File: src/rtl/serdes_pkg.sv
// Shared definitions for the 5-bit serial link.
// Contents:
//   FRAME_W      - bits per frame (5)
//   CNT_W        - width of the per-frame bit counter (counts 0..5)
//   ERR_CNT_W    - width of the framing-error counter (8)
//   deser_state_e- receiver states IDLE / RECV / DRAIN
//   sat_inc_err  - saturating increment for the framing-error counter
package serdes_pkg;

    localparam int FRAME_W   = 5;
    localparam int CNT_W     = 3;
    localparam int ERR_CNT_W = 8;

    typedef enum logic [1:0] {
        IDLE  = 2'd0,
        RECV  = 2'd1,
        DRAIN = 2'd2
    } deser_state_e;

    // Increment that sticks at all-ones instead of wrapping.
    function automatic logic [ERR_CNT_W-1:0] sat_inc_err(input logic [ERR_CNT_W-1:0] v);
        logic [ERR_CNT_W-1:0] r;
        if (v == {ERR_CNT_W{1'b1}}) begin
            r = v;
        end else begin
            r = v + ERR_CNT_W'(1);
        end
        return r;
    endfunction

endpackage

File: src/rtl/deserializer_5bit_if.sv
// Bus bundle between the 5-bit serializer side and the deserializer.
// Signals:
//   serial_i  - serial data, MSB first, one bit per clk
//   busy_i    - frame envelope, high for the bit cycles of a frame
//   data_o    - last correctly received frame
//   valid_o   - one-cycle pulse when data_o updates
//   err_o     - one-cycle pulse on a short or long frame
//   rx_busy_o - receiver is assembling a frame
//   err_cnt_o - saturating framing-error count
// Modports: master drives the serial side, slave is the deserializer.
interface deserializer_5bit_if;
    import serdes_pkg::*;

    logic                 serial_i;
    logic                 busy_i;
    logic [FRAME_W-1:0]   data_o;
    logic                 valid_o;
    logic                 err_o;
    logic                 rx_busy_o;
    logic [ERR_CNT_W-1:0] err_cnt_o;

    modport master (
        output serial_i, busy_i,
        input  data_o, valid_o, err_o, rx_busy_o, err_cnt_o
    );

    modport slave (
        input  serial_i, busy_i,
        output data_o, valid_o, err_o, rx_busy_o, err_cnt_o
    );

endinterface

File: src/rtl/deser_shift_5bit.sv
// Shift register and bit counter for the 5-bit deserializer.
// Ports:
//   clk, reset   - clock, asynchronous active-low reset
//   shift_en     - shift serial_in in at bit 0 and count it
//   clear        - drop the partial word; with shift_en, start a new word
//   serial_in    - incoming bit
//   word_out     - current shift register contents
//   count_out    - bits collected so far, saturates at FRAME_W
module deser_shift_5bit
    import serdes_pkg::*;
(
    input  logic               clk,
    input  logic               reset,
    input  logic               shift_en,
    input  logic               clear,
    input  logic               serial_in,
    output logic [FRAME_W-1:0] word_out,
    output logic [CNT_W-1:0]   count_out
);

    localparam logic [CNT_W-1:0] CNT_FULL = CNT_W'(FRAME_W);

    logic [FRAME_W-1:0] shift_r;
    logic [CNT_W-1:0]   count_r;

    // Shift register / counter; clear+shift_en loads the first bit of a frame.
    always_ff @(posedge clk or negedge reset) begin
        if (!reset) begin
            shift_r <= {FRAME_W{1'b0}};
            count_r <= {CNT_W{1'b0}};
        end else if (clear && shift_en) begin
            shift_r <= {{(FRAME_W-1){1'b0}}, serial_in};
            count_r <= CNT_W'(1);
        end else if (clear) begin
            shift_r <= {FRAME_W{1'b0}};
            count_r <= {CNT_W{1'b0}};
        end else if (shift_en) begin
            shift_r <= {shift_r[FRAME_W-2:0], serial_in};
            if (count_r != CNT_FULL) begin
                count_r <= count_r + CNT_W'(1);
            end else begin
                count_r <= count_r;
            end
        end else begin
            shift_r <= shift_r;
            count_r <= count_r;
        end
    end

    assign word_out  = shift_r;
    assign count_out = count_r;

endmodule

File: src/rtl/deserializer_5bit.sv
// 5-bit deserializer: reassembles MSB-first frames framed by busy_i.
// A frame of exactly FRAME_W bits produces data_o/valid_o one clk after
// its last bit; shorter frames and frames that run past FRAME_W bits
// produce a single err_o pulse. Over-long frames are drained until busy_i
// falls.
// Ports:
//   clk    - clock, rising edge
//   reset  - asynchronous active-low reset
//   bus    - deserializer_5bit_if.slave (serial_i, busy_i in; data_o,
//            valid_o, err_o, rx_busy_o, err_cnt_o out)
// Configuration:
//   DESER_5BIT_ERR_CNT_EN - when defined, err_cnt_o counts err_o pulses
//                           (saturating at 255); otherwise it is tied to 0.
module deserializer_5bit
    import serdes_pkg::*;
(
    input  logic                clk,
    input  logic                reset,
    deserializer_5bit_if.slave  bus
);

    localparam logic [CNT_W-1:0] CNT_LAST = CNT_W'(FRAME_W - 1);
    localparam logic [CNT_W-1:0] CNT_FULL = CNT_W'(FRAME_W);

    deser_state_e       state_r, state_s;
    logic               shift_en_s, clear_s;
    logic [FRAME_W-1:0] word_s;
    logic [CNT_W-1:0]   count_s;
    logic [FRAME_W-1:0] data_r, data_s;
    logic               valid_r, valid_s;
    logic               err_r, err_s;
    logic               rx_busy_r;

    deser_shift_5bit u_shift (
        .clk       (clk),
        .reset     (reset),
        .shift_en  (shift_en_s),
        .clear     (clear_s),
        .serial_in (bus.serial_i),
        .word_out  (word_s),
        .count_out (count_s)
    );

    // Next-state, shifter control and pulse decode.
    always_comb begin
        state_s    = state_r;
        shift_en_s = 1'b0;
        clear_s    = 1'b0;
        data_s     = data_r;
        valid_s    = 1'b0;
        err_s      = 1'b0;
        case (state_r)
            IDLE: begin
                if (bus.busy_i) begin
                    shift_en_s = 1'b1;
                    clear_s    = 1'b1;
                    state_s    = RECV;
                end else begin
                    state_s    = IDLE;
                end
            end
            RECV: begin
                if (bus.busy_i) begin
                    if (count_s == CNT_FULL) begin
                        // Bit beyond the frame: long frame.
                        err_s   = 1'b1;
                        clear_s = 1'b1;
                        state_s = DRAIN;
                    end else begin
                        shift_en_s = 1'b1;
                        if (count_s == CNT_LAST) begin
                            // Last bit: publish the word in the same edge it
                            // is sampled. The truncating cast drops the
                            // oldest shift bit, which falls off the frame.
                            data_s  = FRAME_W'({word_s, bus.serial_i});
                            valid_s = 1'b1;
                        end else begin
                            valid_s = 1'b0;
                        end
                    end
                end else begin
                    // Envelope closed; anything short of a full frame is an error.
                    if (count_s != CNT_FULL) begin
                        err_s = 1'b1;
                    end else begin
                        err_s = 1'b0;
                    end
                    clear_s = 1'b1;
                    state_s = IDLE;
                end
            end
            DRAIN: begin
                if (bus.busy_i) begin
                    state_s = DRAIN;
                end else begin
                    state_s = IDLE;
                end
            end
            default: begin
                clear_s = 1'b1;
                state_s = IDLE;
            end
        endcase
    end

    // State and registered outputs.
    always_ff @(posedge clk or negedge reset) begin
        if (!reset) begin
            state_r   <= IDLE;
            data_r    <= {FRAME_W{1'b0}};
            valid_r   <= 1'b0;
            err_r     <= 1'b0;
            rx_busy_r <= 1'b0;
        end else begin
            state_r   <= state_s;
            data_r    <= data_s;
            valid_r   <= valid_s;
            err_r     <= err_s;
            rx_busy_r <= (state_s == RECV);
        end
    end

`ifdef DESER_5BIT_ERR_CNT_EN
    logic [ERR_CNT_W-1:0] err_cnt_r;

    // Framing-error counter, advances with every err_o pulse.
    always_ff @(posedge clk or negedge reset) begin
        if (!reset) begin
            err_cnt_r <= {ERR_CNT_W{1'b0}};
        end else if (err_s) begin
            err_cnt_r <= sat_inc_err(err_cnt_r);
        end else begin
            err_cnt_r <= err_cnt_r;
        end
    end

    assign bus.err_cnt_o = err_cnt_r;
`else
    assign bus.err_cnt_o = {ERR_CNT_W{1'b0}};
`endif

    assign bus.data_o    = data_r;
    assign bus.valid_o   = valid_r;
    assign bus.err_o     = err_r;
    assign bus.rx_busy_o = rx_busy_r;

endmodule

File: src/flat_wrapper.sv
// flat-port wrapper written by rule: the top's interface ports become plain ports
module deserializer_5bit_flat import serdes_pkg::*;
  (clk, reset, bus_serial_i, bus_busy_i, bus_data_o, bus_valid_o, bus_err_o, bus_rx_busy_o, bus_err_cnt_o);
  deserializer_5bit_if bus_i ();
  input  logic clk;
  input  logic reset;
  input wire logic [$bits(bus_i.serial_i)-1:0] bus_serial_i;
  input wire logic [$bits(bus_i.busy_i)-1:0] bus_busy_i;
  output wire logic [$bits(bus_i.data_o)-1:0] bus_data_o;
  output wire logic [$bits(bus_i.valid_o)-1:0] bus_valid_o;
  output wire logic [$bits(bus_i.err_o)-1:0] bus_err_o;
  output wire logic [$bits(bus_i.rx_busy_o)-1:0] bus_rx_busy_o;
  output wire logic [$bits(bus_i.err_cnt_o)-1:0] bus_err_cnt_o;
  assign bus_i.serial_i = bus_serial_i;
  assign bus_i.busy_i = bus_busy_i;
  assign bus_data_o = bus_i.data_o;
  assign bus_valid_o = bus_i.valid_o;
  assign bus_err_o = bus_i.err_o;
  assign bus_rx_busy_o = bus_i.rx_busy_o;
  assign bus_err_cnt_o = bus_i.err_cnt_o;
  deserializer_5bit u_core (.clk(clk), .reset(reset), .bus(bus_i));
endmodule
File: config.mk
export PLATFORM = sky130hd
export DESIGN_NAME = deserializer_5bit_flat
export DESIGN_NICKNAME = d
export VERILOG_FILES = /design/src/rtl/serdes_pkg.sv /design/src/rtl/deserializer_5bit_if.sv /design/src/rtl/deser_shift_5bit.sv /design/src/rtl/deserializer_5bit.sv /design/src/flat_wrapper.sv
export SDC_FILE = /design/constraint.sdc
export NUM_CORES = 1
export LEC_CHECK = 0
export CORE_AREA = 2 2 48 50
export CTS_BUF_LIST = sky130_fd_sc_hd__clkbuf_8
export DETAILED_ROUTE_END_ITERATION = 7
export DIE_AREA = 0 0 50 52
export DONT_BUFFER_PORTS = 1
export PLACE_DENSITY = 0.62
export SLEW_MARGIN = 0
export SYNTH_ARGS = -nofsm -noshare
export SYNTH_HDL_FRONTEND = slang
export SYNTH_SLANG_ARGS = --single-unit
File: constraint.sdc
create_clock -name clk -period 1.72 [get_ports clk]
set_input_delay 0 -clock clk [delete_from_list [all_inputs] [get_ports clk]]
set_output_delay 0 -clock clk [all_outputs]
set_load 0.02 [all_outputs]
# Word-level counts from Yosys, hierarchy flattened
# Index checks and enable logic that the tools add are counted.
[word_totals]
ff_bits = 17
in_bits = 4
output_inout_bits = 16
elab_cells = 47
[classes]
addsub = 1
eq_ne = 6
n_mux = 26
bitwise_logic = 1
n_reduce_logical = 6
[ops]
columns = ["cell", "n"]
rows = [
  ["$mux W1", 13],
  ["$mux W3", 4],
  ["$mux W4", 3],
  ["$eq A3 B3 Y1 const B", 2],
  ["$mux W2", 3],
  ["$pmux W2 S3", 1],
  ["$reduce_bool A3 Y1", 2],
  ["$eq A2 B1 Y1 const B", 2],
  ["$reduce_and A4 Y1", 1],
  ["$add A3 B1 Y3 const B", 1],
  ["$ne A3 B3 Y1 const B", 1],
  ["$pmux W1 S3", 1],
  ["$eq A2 B2 Y1 const B", 1],
  ["$logic_not A2 Y1", 1],
  ["$pmux W1 S2", 1],
  ["$reduce_and A2 Y1", 1],
  ["$logic_and A1 B1 Y1", 1],
  ["$not A1 Y1", 1],
]

# Longest topological paths before layout
[logic_depth]
ltp_word = 7
depth_mapped = 7
ltp_nobuf = 7

# Modules after synthesis
# From an unflattened synthesis, not the netlist that was laid out.
[unflattened]
cells_unflattened = 76
area_unflattened_um2 = 920.9
[by_module_without_submodules]
columns = ["module", "instances", "cells_per_inst", "area_each_um2", "seq_area_each_um2"]
rows = [
  ["deserializer_5bit", 1, 41, 505.5, 250.2],
  ["deser_shift_5bit", 1, 35, 415.4, 200.2],
]

# Least setup slack after synthesis
# No wires, ideal clock.
[synth_path]
kind = "register -> register"
start = "reg u_core.u_shift.count_r[0] (netlist: u_core.u_shift.count_out[0])"
end = "reg u_core.data_r[0] (netlist: u_core.bus.data_o[0])"
setup_time_ns = 0.125
arrival_time_ns = 1.462
required_time_ns = 1.595
path_slack_ns = 0.133
stages_incl_launch_ff = 7
n_path_buf = 0
synth_period_minus_slack_ns = 1.587
path_cell_list = "dfrtp_1 > ha_1 > nand2_1 > ha_1 > inv_1 > nor2_4 > mux2_2"
[synth_between]
elab_chain_len = 3
elab_cells_between_ends = 4
cone_classes = "eq/ne: 2; bitwise: 1; reduce/logical: 1"
[synth_rtl]
columns = ["item", "line", "source"]
rows = [
  ["start: declaration", "deser_shift_5bit.sv:24", "logic [CNT_W-1:0] count_r;"],
  ["start signal: assignment", "deser_shift_5bit.sv:30", "count_r <= {CNT_W{1'b0}};"],
  ["start signal: assignment", "deser_shift_5bit.sv:36", "count_r <= {CNT_W{1'b0}};"],
  ["start signal: assignment", "deser_shift_5bit.sv:40", "count_r <= count_r + CNT_W'(1);"],
  ["$eq A3 B3 Y1", "deserializer_5bit.sv:64", "if (count_s == CNT_FULL) begin"],
  ["$not A1 Y1 (no line)", "n/a", ""],
  ["$reduce_and A4 Y1 (no line) (*)", "n/a", ""],
  ["end signal: assignment", "deserializer_5bit.sv:110", "data_r <= {FRAME_W{1'b0}};"],
  ["end signal: assignment", "deserializer_5bit.sv:116", "data_r <= data_s;"],
  ["end: declaration", "deserializer_5bit.sv:29", "logic [FRAME_W-1:0] data_r, data_s;"],
]
# Every way passes the cells marked *; elsewhere a longest branch is shown, timed or not.
# A chain may end at the register's enable or synchronous reset.

# Worst setup path after layout
[layout_path]
start = "reg u_core.u_shift.count_r[0] (netlist: u_core.u_shift.count_out[0])"
end = "reg u_core.data_r[3] (netlist: u_core.bus.data_o[3])"
# The elaborated chain is that of the path after synthesis.

==> results.yml <==
drt:
  drt-wirelength-per-cell_um: 13.43
  drc_errors: 0
  vias_per_cell: 5.156
  drt_iter0_drc: 11
  wl_um: 1464
  first_pass_iters: 4
  vias: 562
  ant_nets: 0
floorplan:
  core_area_um2: 2106
  fp.dieH_um: 52
  initial_utilization_pct: 40.58
  io_pins: 20
  fp.dieW_um: 50
  fp.dieArea_um2: 2600
  num_rows: 17
critical_path:
  start_kind: "flop"
  crit_type: "flop to flop"
  required_ns: 1.86
  crit_arrival_ns: 1.78
  reg2reg_depth: 6
  worstSetupEndpointType: "flop"
  crit_fanout: 5
power_and_ir_drop:
  p_leak_nw: 0.4556
  power.total_mw: 0.8510
  ir_worst_vdd_mv: 0.4665
  power_density_nw_per_um2: 891.4
cts:
  root_buffer: "clkbuf_8"
  cts_sinks: 17
  clk_pin_slew_worst_paths_ns: 0.07
  cts_max_path_buffers: 2
  clk_latency_ns: 0.25
  cts-buffers-inserted: 3
  htree_num_levels: 1
  tritoncts: "yes"
layout:
  nNetsFinal: 90
  drive_gt1_share_pct: 23.46
  n_fill_cell: 198
  area_growth_syn_to_layout_pct: 11.71
  regArea_um2: 425.4
  fin_cells: 109
  diodes: 0
  final_cell_area_um2: 954.7
  multiInputGateArea_um2: 369.1
grt:
  gr-usage-met1_pct: 16.45
  antenna_found_initial: 0
  grt_max_degree: 18
  met3_usage_pct: 1.724
  busiest_layer: "met2"
  grt_pass1_wl_um: 2304
  overflow: 0
  grt_use_met2_pct: 17.32
  grt_usage_pct: 12.00
  grt_pass1_vias: 479
yosys:
  synth.most_common_cell: "dfrtp_1"
  synthArstFlopShare_pct: 100.0
  synth_ff_type: "dfrtp_1"
  netlist_area_um2: 854.6
  synth_area_leader_cell: "dfrtp_1"
  ys_top_cells_by_area: "dfrtp_1 50%, buf_4 7.9%, mux2_2 6.6%"
  syn_inst: 73
  synth_edf_count: 0
  synthTopCellsByCount: "17 x dfrtp_1, 9 x buf_4, 5 x mux2_2"
  yosysUniqueCellTypes: 30
  synth.avg_cell_area_um2: 11.71
  ys_seq_elements: 17
  seq_area_frac_synth_pct: 49.78
  synth-warning-count: 0
  synth_top_area_share_pct: 49.78
timing:
  finClkSkew_ns: 0.004790
  hold_viol_final: 0
  min_period_ns: 1.641
  fmax_ghz: 0.6096
  setup-violations-final: 0
  min_period_over_period_pct: 95.38
  worst_slew_pin_slew_ns: 0.7431
  slew_headroom_pct: 50.29
  maxSlewViolCount: 0
  fin_setup_tns_ns: 0
  rsz0062_at_grt: "no"
min_path:
  min_delay_path_depth: 2
  min_path_type: "primary input to flop"
status:
  outcome: "complete, no violations"
run:
  max_cap_violations: 0
placed_design:
  place_hpwl_um: 1029
  gp_congestion: 0.7605
  postPlaceCellArea_um2: 858.3
  placed_cells: 100
  io_buffers: 0
stage by stage:
stage | hold WS (ns) | worst slack [ns] | util [%]
finish | 0.09363 | 0.07949 | 45.34
global route | 0.1220 | 0.01520 | 45.34
CTS | 0.08534 | 0.03025 | 44.39
detailed placement | -0.2953 | 0.05966 | 40.76
global placement | -0.2953 | 0.08123 | 40.76
floorplan | -0.2956 | 0.1328 | -
worst paths after layout:
path,startpoint,to,slack [ns]
max,u_core.u_shift.count_out[0],u_core.bus.data_o[3],0.08
min reg2reg,u_core.u_shift.word_out[3],u_core.u_shift.word_out[3],0.51
max reg2reg,u_core.u_shift.count_out[0],u_core.bus.data_o[3],0.08
min,bus_busy_i,u_core.bus.err_o,0.09
max in group asynchronous,reset,u_core.bus.data_o[4],1.00
min in group asynchronous,reset,u_core.bus.err_o,0.25
cell type report:
class	instances	share of cell area (%)
timing repair buffer	7	6.291
inverter	5	1.966
sequential	17	44.56
multi-input combinational	48	38.66
tap	28	3.670
clock inverter	1	0.5242
clock buffer	3	4.325
cell families after synthesis:
kind of cell | count (synthesis) | share of synthesized area (%)
mux | 6 | 7.759
simple gates | 18 | 14.79
other cells | 1 | 0.4388
buf+inv | 15 | 10.69
fa+ha+maj | 4 | 5.857
compound gates | 12 | 10.69
flops | 17 | 49.78
state kept, by name, indices dropped and copies added, names as in the netlist:
register / flops
u_core.bus.data_o: 5
u_core.bus.err_o: 1
u_core.bus.rx_busy_o: 1
u_core.bus.valid_o: 1
u_core.state_r: 2
u_core.u_shift.count_out: 3
u_core.u_shift.word_out: 4
power by group:
part | total (mW) | switching (mW) | internal, mW
combinational | 0.111 | 0.0647 | 0.0459
sequential | 0.441 | 0.0237 | 0.417
clock | 0.300 | 0.139 | 0.161
total | 0.851 | 0.227 | 0.624
metal layers:
metal	wire length (µm)	share of wire [%]	vias up
met5	0	0	-
met4	37	2.5	0
met3	68	4.6	5
met2	696	48	23
met1	662	45	277
li1	-	-	257
placed cells by master, fill, tap and decap left out, types with 3 or more instances in the layout:
cell type and n:
buf_4 4, dfrtp_1 17, clkbuf_8 3, inv_1 4, conb_1 8, dlygate4sd3_1 3
mux2_2 5, a22o_1 4, and2_1 3
critical path: stages (launching register included):
cell and delay (ns):
dfrtp_1 0.43, ha_2 0.21, nand2_1 0.09, ha_2 0.18
inv_1 0.08, nor2_4 0.18, mux2_2 0.35
repair_timing:
action / in CTS / in global routing
hold endpoints to repair: 21 / 0
hold buffers: 3 / 0
setup endpoints to repair: 0 / 6
buffers inserted: 0 / 2
resized for setup: 0 / 2
No activity file was read; power rests on OpenSTA's default activity.
